==> src/rtl/mem_lsu.sv <==
// rtl/mem_lsu.sv - load/store initiator with alignment check, lane steering and load extension
module mem_lsu #(
  parameter int TIMEOUT_CYCLES = 0,
  parameter int CNT_W          = 16
) (
  input  logic        clk,
  input  logic        rst,
  input  logic        req,
  input  logic        req_we,
  input  logic [1:0]  req_size,
  input  logic        req_signed,
  input  logic [31:0] req_addr,
  input  logic [31:0] req_wdata,
  output logic        req_ready,
  output logic        resp_valid,
  output logic [31:0] resp_rdata,
  output logic        resp_err,
  output logic [31:0] dp_address,
  output logic [31:0] writedata,
  output logic [3:0]  byteenable,
  output logic        read_dp,
  output logic        write_dp,
  input  logic [31:0] dp_readdata,
  input  logic        stall
);

  typedef enum logic [1:0] {IDLE, ACCESS, RESP} state_t;

  state_t      state, state_nxt;
  logic        we_q, signed_q;
  logic [1:0]  size_q, lane_q;
  logic [CNT_W-1:0] cnt, cnt_nxt;

  logic        ready_nxt, valid_nxt, err_nxt, read_nxt, write_nxt;
  logic [31:0] rdata_nxt, addr_nxt, wdata_nxt;
  logic [3:0]  be_nxt;
  logic        bad_req;
  logic [31:0] shifted, ext_data;

  // Misaligned halves/words and the reserved size code never reach the memory
  assign bad_req = (req_size == 2'b11) ||
                   (req_size == 2'b01 && req_addr[0]) ||
                   (req_size == 2'b10 && req_addr[1:0] != 2'b00);

  // Move the addressed lane down to bit 0, then sign/zero-extend by size
  always_comb begin
    shifted  = dp_readdata >> {lane_q, 3'b000};
    ext_data = dp_readdata;
    case (size_q)
      2'b00:   ext_data = signed_q ? {{24{shifted[7]}}, shifted[7:0]}  : {24'h0, shifted[7:0]};
      2'b01:   ext_data = signed_q ? {{16{shifted[15]}}, shifted[15:0]} : {16'h0, shifted[15:0]};
      default: ext_data = dp_readdata;
    endcase
  end

  // Next-state and next-output logic; every output is registered below
  always_comb begin
    state_nxt = state;
    cnt_nxt   = cnt;
    valid_nxt = 1'b0;
    err_nxt   = 1'b0;
    rdata_nxt = 32'h0;
    read_nxt  = 1'b0;
    write_nxt = 1'b0;
    addr_nxt  = 32'h0;
    wdata_nxt = 32'h0;
    be_nxt    = 4'h0;
    case (state)
      IDLE: begin
        if (req) begin
          if (bad_req) begin
            state_nxt = RESP;
            valid_nxt = 1'b1;
            err_nxt   = 1'b1;
          end else begin
            state_nxt = ACCESS;
            cnt_nxt   = '0;
            read_nxt  = ~req_we;
            write_nxt = req_we;
            addr_nxt  = {req_addr[31:2], 2'b00};
            case (req_size)
              2'b00: begin
                be_nxt    = 4'b0001 << req_addr[1:0];
                wdata_nxt = {4{req_wdata[7:0]}};
              end
              2'b01: begin
                be_nxt    = 4'b0011 << req_addr[1:0];
                wdata_nxt = {2{req_wdata[15:0]}};
              end
              default: begin
                be_nxt    = 4'b1111;
                wdata_nxt = req_wdata;
              end
            endcase
          end
        end
      end
      ACCESS: begin
        if (!stall) begin
          state_nxt = RESP;
          valid_nxt = 1'b1;
          rdata_nxt = we_q ? 32'h0 : ext_data;
        end else begin
          cnt_nxt = cnt + CNT_W'(1);
          if (TIMEOUT_CYCLES != 0 && cnt_nxt == CNT_W'(TIMEOUT_CYCLES)) begin
            state_nxt = RESP;
            valid_nxt = 1'b1;
            err_nxt   = 1'b1;
          end else begin
            read_nxt  = read_dp;
            write_nxt = write_dp;
            addr_nxt  = dp_address;
            wdata_nxt = writedata;
            be_nxt    = byteenable;
          end
        end
      end
      default: state_nxt = IDLE;
    endcase
    ready_nxt = (state_nxt == IDLE);
  end

  // State, counter and registered outputs
  always_ff @(posedge clk or negedge rst) begin
    if (!rst) begin
      state      <= IDLE;
      cnt        <= '0;
      req_ready  <= 1'b1;
      resp_valid <= 1'b0;
      resp_rdata <= 32'h0;
      resp_err   <= 1'b0;
      dp_address <= 32'h0;
      writedata  <= 32'h0;
      byteenable <= 4'h0;
      read_dp    <= 1'b0;
      write_dp   <= 1'b0;
    end else begin
      state      <= state_nxt;
      cnt        <= cnt_nxt;
      req_ready  <= ready_nxt;
      resp_valid <= valid_nxt;
      resp_rdata <= rdata_nxt;
      resp_err   <= err_nxt;
      dp_address <= addr_nxt;
      writedata  <= wdata_nxt;
      byteenable <= be_nxt;
      read_dp    <= read_nxt;
      write_dp   <= write_nxt;
    end
  end

  // Request fields needed after acceptance (load extension and lane select)
  always_ff @(posedge clk or negedge rst) begin
    if (!rst) begin
      we_q     <= 1'b0;
      signed_q <= 1'b0;
      size_q   <= 2'b00;
      lane_q   <= 2'b00;
    end else if (state == IDLE && req) begin
      we_q     <= req_we;
      signed_q <= req_signed;
      size_q   <= req_size;
      lane_q   <= req_addr[1:0];
    end
  end

endmodule

==> config.mk <==
export PLATFORM = sky130hd
export DESIGN_NAME = mem_lsu
export DESIGN_NICKNAME = d
export VERILOG_FILES = /design/src/rtl/mem_lsu.sv
export SDC_FILE = /design/constraint.sdc
export NUM_CORES = 1
export LEC_CHECK = 0
export ABC_AREA = 1
export BUFFER_PORTS_ARGS = -buffer_cell sky130_fd_sc_hd__buf_2
export CAP_MARGIN = 10
export CORE_ASPECT_RATIO = 1.1
export CORE_MARGIN = 5
export CORE_UTILIZATION = 53
export CTS_CLUSTER_SIZE = 10
export DETAILED_ROUTE_END_ITERATION = 6
export PLACE_DENSITY = 0.95
export SLEW_MARGIN = 20
export SYNTH_ARGS = -nofsm -noshare
export SYNTH_HDL_FRONTEND = slang
export SYNTH_SLANG_ARGS = --single-unit
==> constraint.sdc <==
create_clock -name clk -period 2.1 [get_ports clk]
set_input_delay 0.42 -clock clk [delete_from_list [all_inputs] [get_ports clk]]
set_output_delay 0.42 -clock clk [all_outputs]
set_load 0.02 [all_outputs]
; Word level (Yosys, flattened, before mapping)
; Cells that the tools add are included.
[totals]
output_inout_bits = 105
elab_cells = 69
register_bits = 113
[op_classes]
reduce_logical = 10
eq_ne = 6
muxes = 35
shift = 3
n_bitwise = 1
[op_table]
columns = cell, n
row1 = 32-bit 2-to-1 mux, 10
row2 = 32-bit one-hot mux with 2 select lines, 4
row3 = 32-bit by 5-bit >> shifter with 16-bit output, 1
row4 = 4-bit one-hot mux with 2 select lines, 2
row5 = 4-bit 2-to-1 mux, 3
row6 = 1-bit 2-to-1 mux, 9
row7 = 2-bit zero test, 4
row8 = 2-bit by 1-bit equality test with 1-bit output (second input constant), 3
row9 = 2-bit 2-to-1 mux, 3
row10 = 1-bit one-hot mux with 2 select lines, 3
row11 = 2-bit equality test (second input constant), 2
row12 = 2-bit one-hot mux with 2 select lines, 1
row13 = 1-bit by 2-bit left shift with 4-bit output (first input constant), 1
row14 = 2-bit by 2-bit left shift with 4-bit output (first input constant), 1
row15 = 1-bit logical AND, 3
row16 = 1-bit logical OR, 2
row17 = 2-bit inequality test (second input constant), 1
row18 = 2-bit nonzero test, 1
row19 = 1-bit NOT, 1

; Longest topological paths before layout
[logic_depth]
word_depth = 8
ltp_mapped = 9

; Worst setup path before layout
; No wires, ideal clock.
[synth_path]
path_kind = reg2reg
start = register lane_q[1]
end = register resp_rdata[29]
required_ns = 2.027
path_stages_with_launch = 9
arrival_time_ns = 1.198
period_less_slack_ns = 1.271
slack_ns = 0.829
path_cell_list = dfrtp_1 > buf_6 > inv_8 > buf_8 > nand3_2 > nand2_2 > nand3_4 > buf_6 > a21oi_2
[synth_via]
elab_chain_cells = 6
[synth_rtl]
columns = item, line
row1 = start: declaration, 31  ; logic [1:0] size_q, lane_q;
row2 = start signal: assignment, 163  ; lane_q <= req_addr[1:0];
row3 = 32-bit by 5-bit >> shifter with 16-bit output (*), 47  ; shifted = dp_readdata >> {lane_q, 3'b000};
row4 = "32-bit 2-to-1 mux, on equally long branches", "51, 50"
row5 = 32-bit one-hot mux with 2 select lines (*), 49  ; case (size_q)
row6 = 32-bit 2-to-1 mux (*), 102  ; rdata_nxt = we_q ? 32'h0 : ext_data;
row7 = 32-bit 2-to-1 mux (*), 99  ; if (!stall) begin
row8 = 32-bit 2-to-1 mux (*), 68  ; case (state)
row9 = named net rdata_nxt[29], 35  ; logic [31:0] rdata_nxt, addr_nxt, wdata_nxt;
row10 = end signal: assignment, 142  ; resp_rdata <= rdata_nxt;
row11 = end: declaration, 16  ; output logic [31:0] resp_rdata,
; The timed path passes the listed nets; every way through them passes the cells marked *.
; A chain may end at the register's enable or synchronous reset.

; Final worst setup path
[layout_path]
start = register lane_q[0]
end = register resp_rdata[16]
; The elaborated chain is that of the path after synthesis.

==> qor.yml <==
sta:
  timing.final.max_slew_violations: 0
  fin_crit_sh: 0.847
  fin_crit_ns: 1.78
  worstMarginPinSlew_ns: 0.776
  maxSlewHeadroom: 0.483
  rsz0062_at_grt: "no"
  skew_ns: 0.0162
  setup_tns_ns: 0
  fmax_mhz: 562
  hold_viol: 0
  finalSetupViolations: 0
layout:
  fin_nets: 922
  n_antenna_cell: 0
  area_growth_pct: 24.2
  fin_util: 0.668
  postLayoutCellArea_sq_um: 6510
  drive_above_1_share: 0.323
clock_tree:
  numCtsBuffers: 9
  cts_root_buf: "clkbuf_8"
  cts.sinks: 111
  cts_hold_buf: 0
  htree_levels: 3
  cts_setup_buffers: 0
  ctsResizeCount: 0
  cts_tree: "done"
  clkLatencyLatePin_ns: 0.37
  path_clk_slew_ns: 0.11
  cts_buffer_depth: 2
critical_path:
  crit_fanout: 20
  r2r_cells: 7
  crit_type: "reg -> reg"
  required_ns: 2.35
  start_kind: "flip-flop"
  cp-end-kind: "flip-flop"
  worst_ep_arrival_time_ns: 2.02
drt:
  vias: 5051
  antenna_left: 0
  wl_per_cell_um: 15.8
  firstDrtPassIters: 6
  drc: 0
  drt_iter0_markers: 304
  wl_um: 14900
  via_per_inst: 5.36
floorplan:
  row_count: 38
  ios: 209
  die_area_sq_um: 12000
  core_sq_um: 9750
  die_x_um: 105
  die_y_um: 114
  start_util: 0.537
power_and_ir_drop:
  cellLeakagePower_nw: 3.73
  ir_worst_vdd_v: 0.000462
  power_density_nw_per_um2: 847
  power_mw: 5.51
global_route:
  grt_pass1_vias: 4990
  grt_max_degree: 60
  antenna_found_initial: 0
  grt_pass1_wl_um: 24300
  grt_usage: 0.249
  grt-ovfl-total: 0
placed_design:
  dp.final_hpwl_um: 11200
  place_area_sq_um: 6310
  port_buffers: 206
  place.gp.congestion: 0.914
logic_synthesis:
  syn_area_per_cell_sq_um: 8.33
  ys_seq_area_frac: 0.530
  synthTopCellsByCount: "nand2_1, dfrtp_1, o21ai_0"
  synth_most_common_cell: "nand2_1"
  synth.largest_area_cell: "dfrtp_1"
  synthCells: 629
  syn_area_sq_um: 5240
  synth-edff-count: 0
  async_flop_share: 1.00
  yosysTopAreaCellShare: 0.525
  ys_seq_elements: 111
  ys.flop_type: "dfrtp_1"
  yosys_warnings: 0
  ys_types: 34
  synth_area_leaders: "dfrtp_1, nand2_1, o21ai_0, nand3_1, a21oi_1"
outcome:
  outcome: "finished, final reports clean"
flow_run:
  drv_cap: 0
hold_path:
  min_path_type: "in -> async"
[state kept, by name (all words and copies together) (netlist names)]
register    count
byteenable      4
dp_address     30
lane_q          2
read_dp         1
req_ready       1
resp_err        1
resp_rdata     32
resp_valid      1
signed_q        1
size_q          2
state           2
we_q            1
write_dp        1
writedata      32
[cell type report]
cell class / count / area, sq um
fill: 767 / 3240
inverter: 35 / 146
clock buffer: 10 / 138
multi-input combinational: 443 / 2060
sequential: 111 / 2780
tap: 120 / 150
clock inverter: 6 / 60.1
timing repair buffer: 218 / 1170
[routing by layer]
layer  global-route usage  wire length (um)
met4               0.0980               448
met3               0.0711              1590
met5                    0                 0
met1                0.303              5560
met2                0.419              7320
[metrics by stage]
stage,worst slack [ns],hold slack (ns),instances
after CTS,0.350,0.00539,943
final,0.322,0.00190,943
after global routing,0.179,0.0209,943
after detailed placement,0.364,0.410,927
after global placement,0.443,0.407,927
after floorplan,0.829,0.124,630
[power breakdown]
| part | switching (mW) | internal [mW] |
|---|---|---|
| clock network | 0.772 | 0.497 |
| logic | 1.16 | 0.541 |
| registers | 0.195 | 2.35 |
| total | 2.13 | 3.38 |
[placed cells by master (no fill, tap or decap), types with 2 or more instances in the layout]
| cell | instances |
|---|---|
| a21oi_1 | 37 |
| a21oi_2 | 11 |
| buf_12 | 4 |
| buf_2 | 205 |
| buf_4 | 9 |
| clkbuf_8 | 10 |
| clkinv_4 | 3 |
| conb_1 | 2 |
| dfrtp_1 | 110 |
| inv_1 | 29 |
| inv_2 | 3 |
| inv_8 | 4 |
| nand2_1 | 191 |
| nand2_2 | 3 |
| nand3_1 | 52 |
| nand3_2 | 4 |
| nand3_4 | 2 |
| nor2_1 | 43 |
| nor3_1 | 8 |
| o21ai_0 | 65 |
| o21ai_1 | 17 |
| o22ai_1 | 2 |
[final timing paths]
check                          startpoint  slack [ns]             end
max                             lane_q[0]        0.32  resp_rdata[16]
min                                   rst       0.002   resp_rdata[0]
max reg2reg                     lane_q[0]        0.32  resp_rdata[16]
min reg2reg                dp_address[11]        0.49  dp_address[11]
max in group asynchronous             rst        1.47       req_ready
min in group clk             req_addr[23]        0.26  dp_address[23]
[cell families (layout without fill, tap and decap cells)]
| family | after synthesis | count (layout) | synth area share |
|---|---|---|---|
| buf+inv | 76 | 269 | 0.0779 |
| flops | 111 | 111 | 0.530 |
| simple gates | 309 | 309 | 0.257 |
| compound gates | 132 | 132 | 0.134 |
| other cells | 1 | 2 | 0.000716 |
[critical path, stage by stage, from the launching register on]
cell     delay (ns)
dfrtp_1        0.86
inv_6          0.05
nand2_1        0.10
nand3_2        0.10
nand3_4        0.16
nand2_2        0.08
inv_4          0.19
a21oi_1        0.11
(Power assumes the default switching activity.)
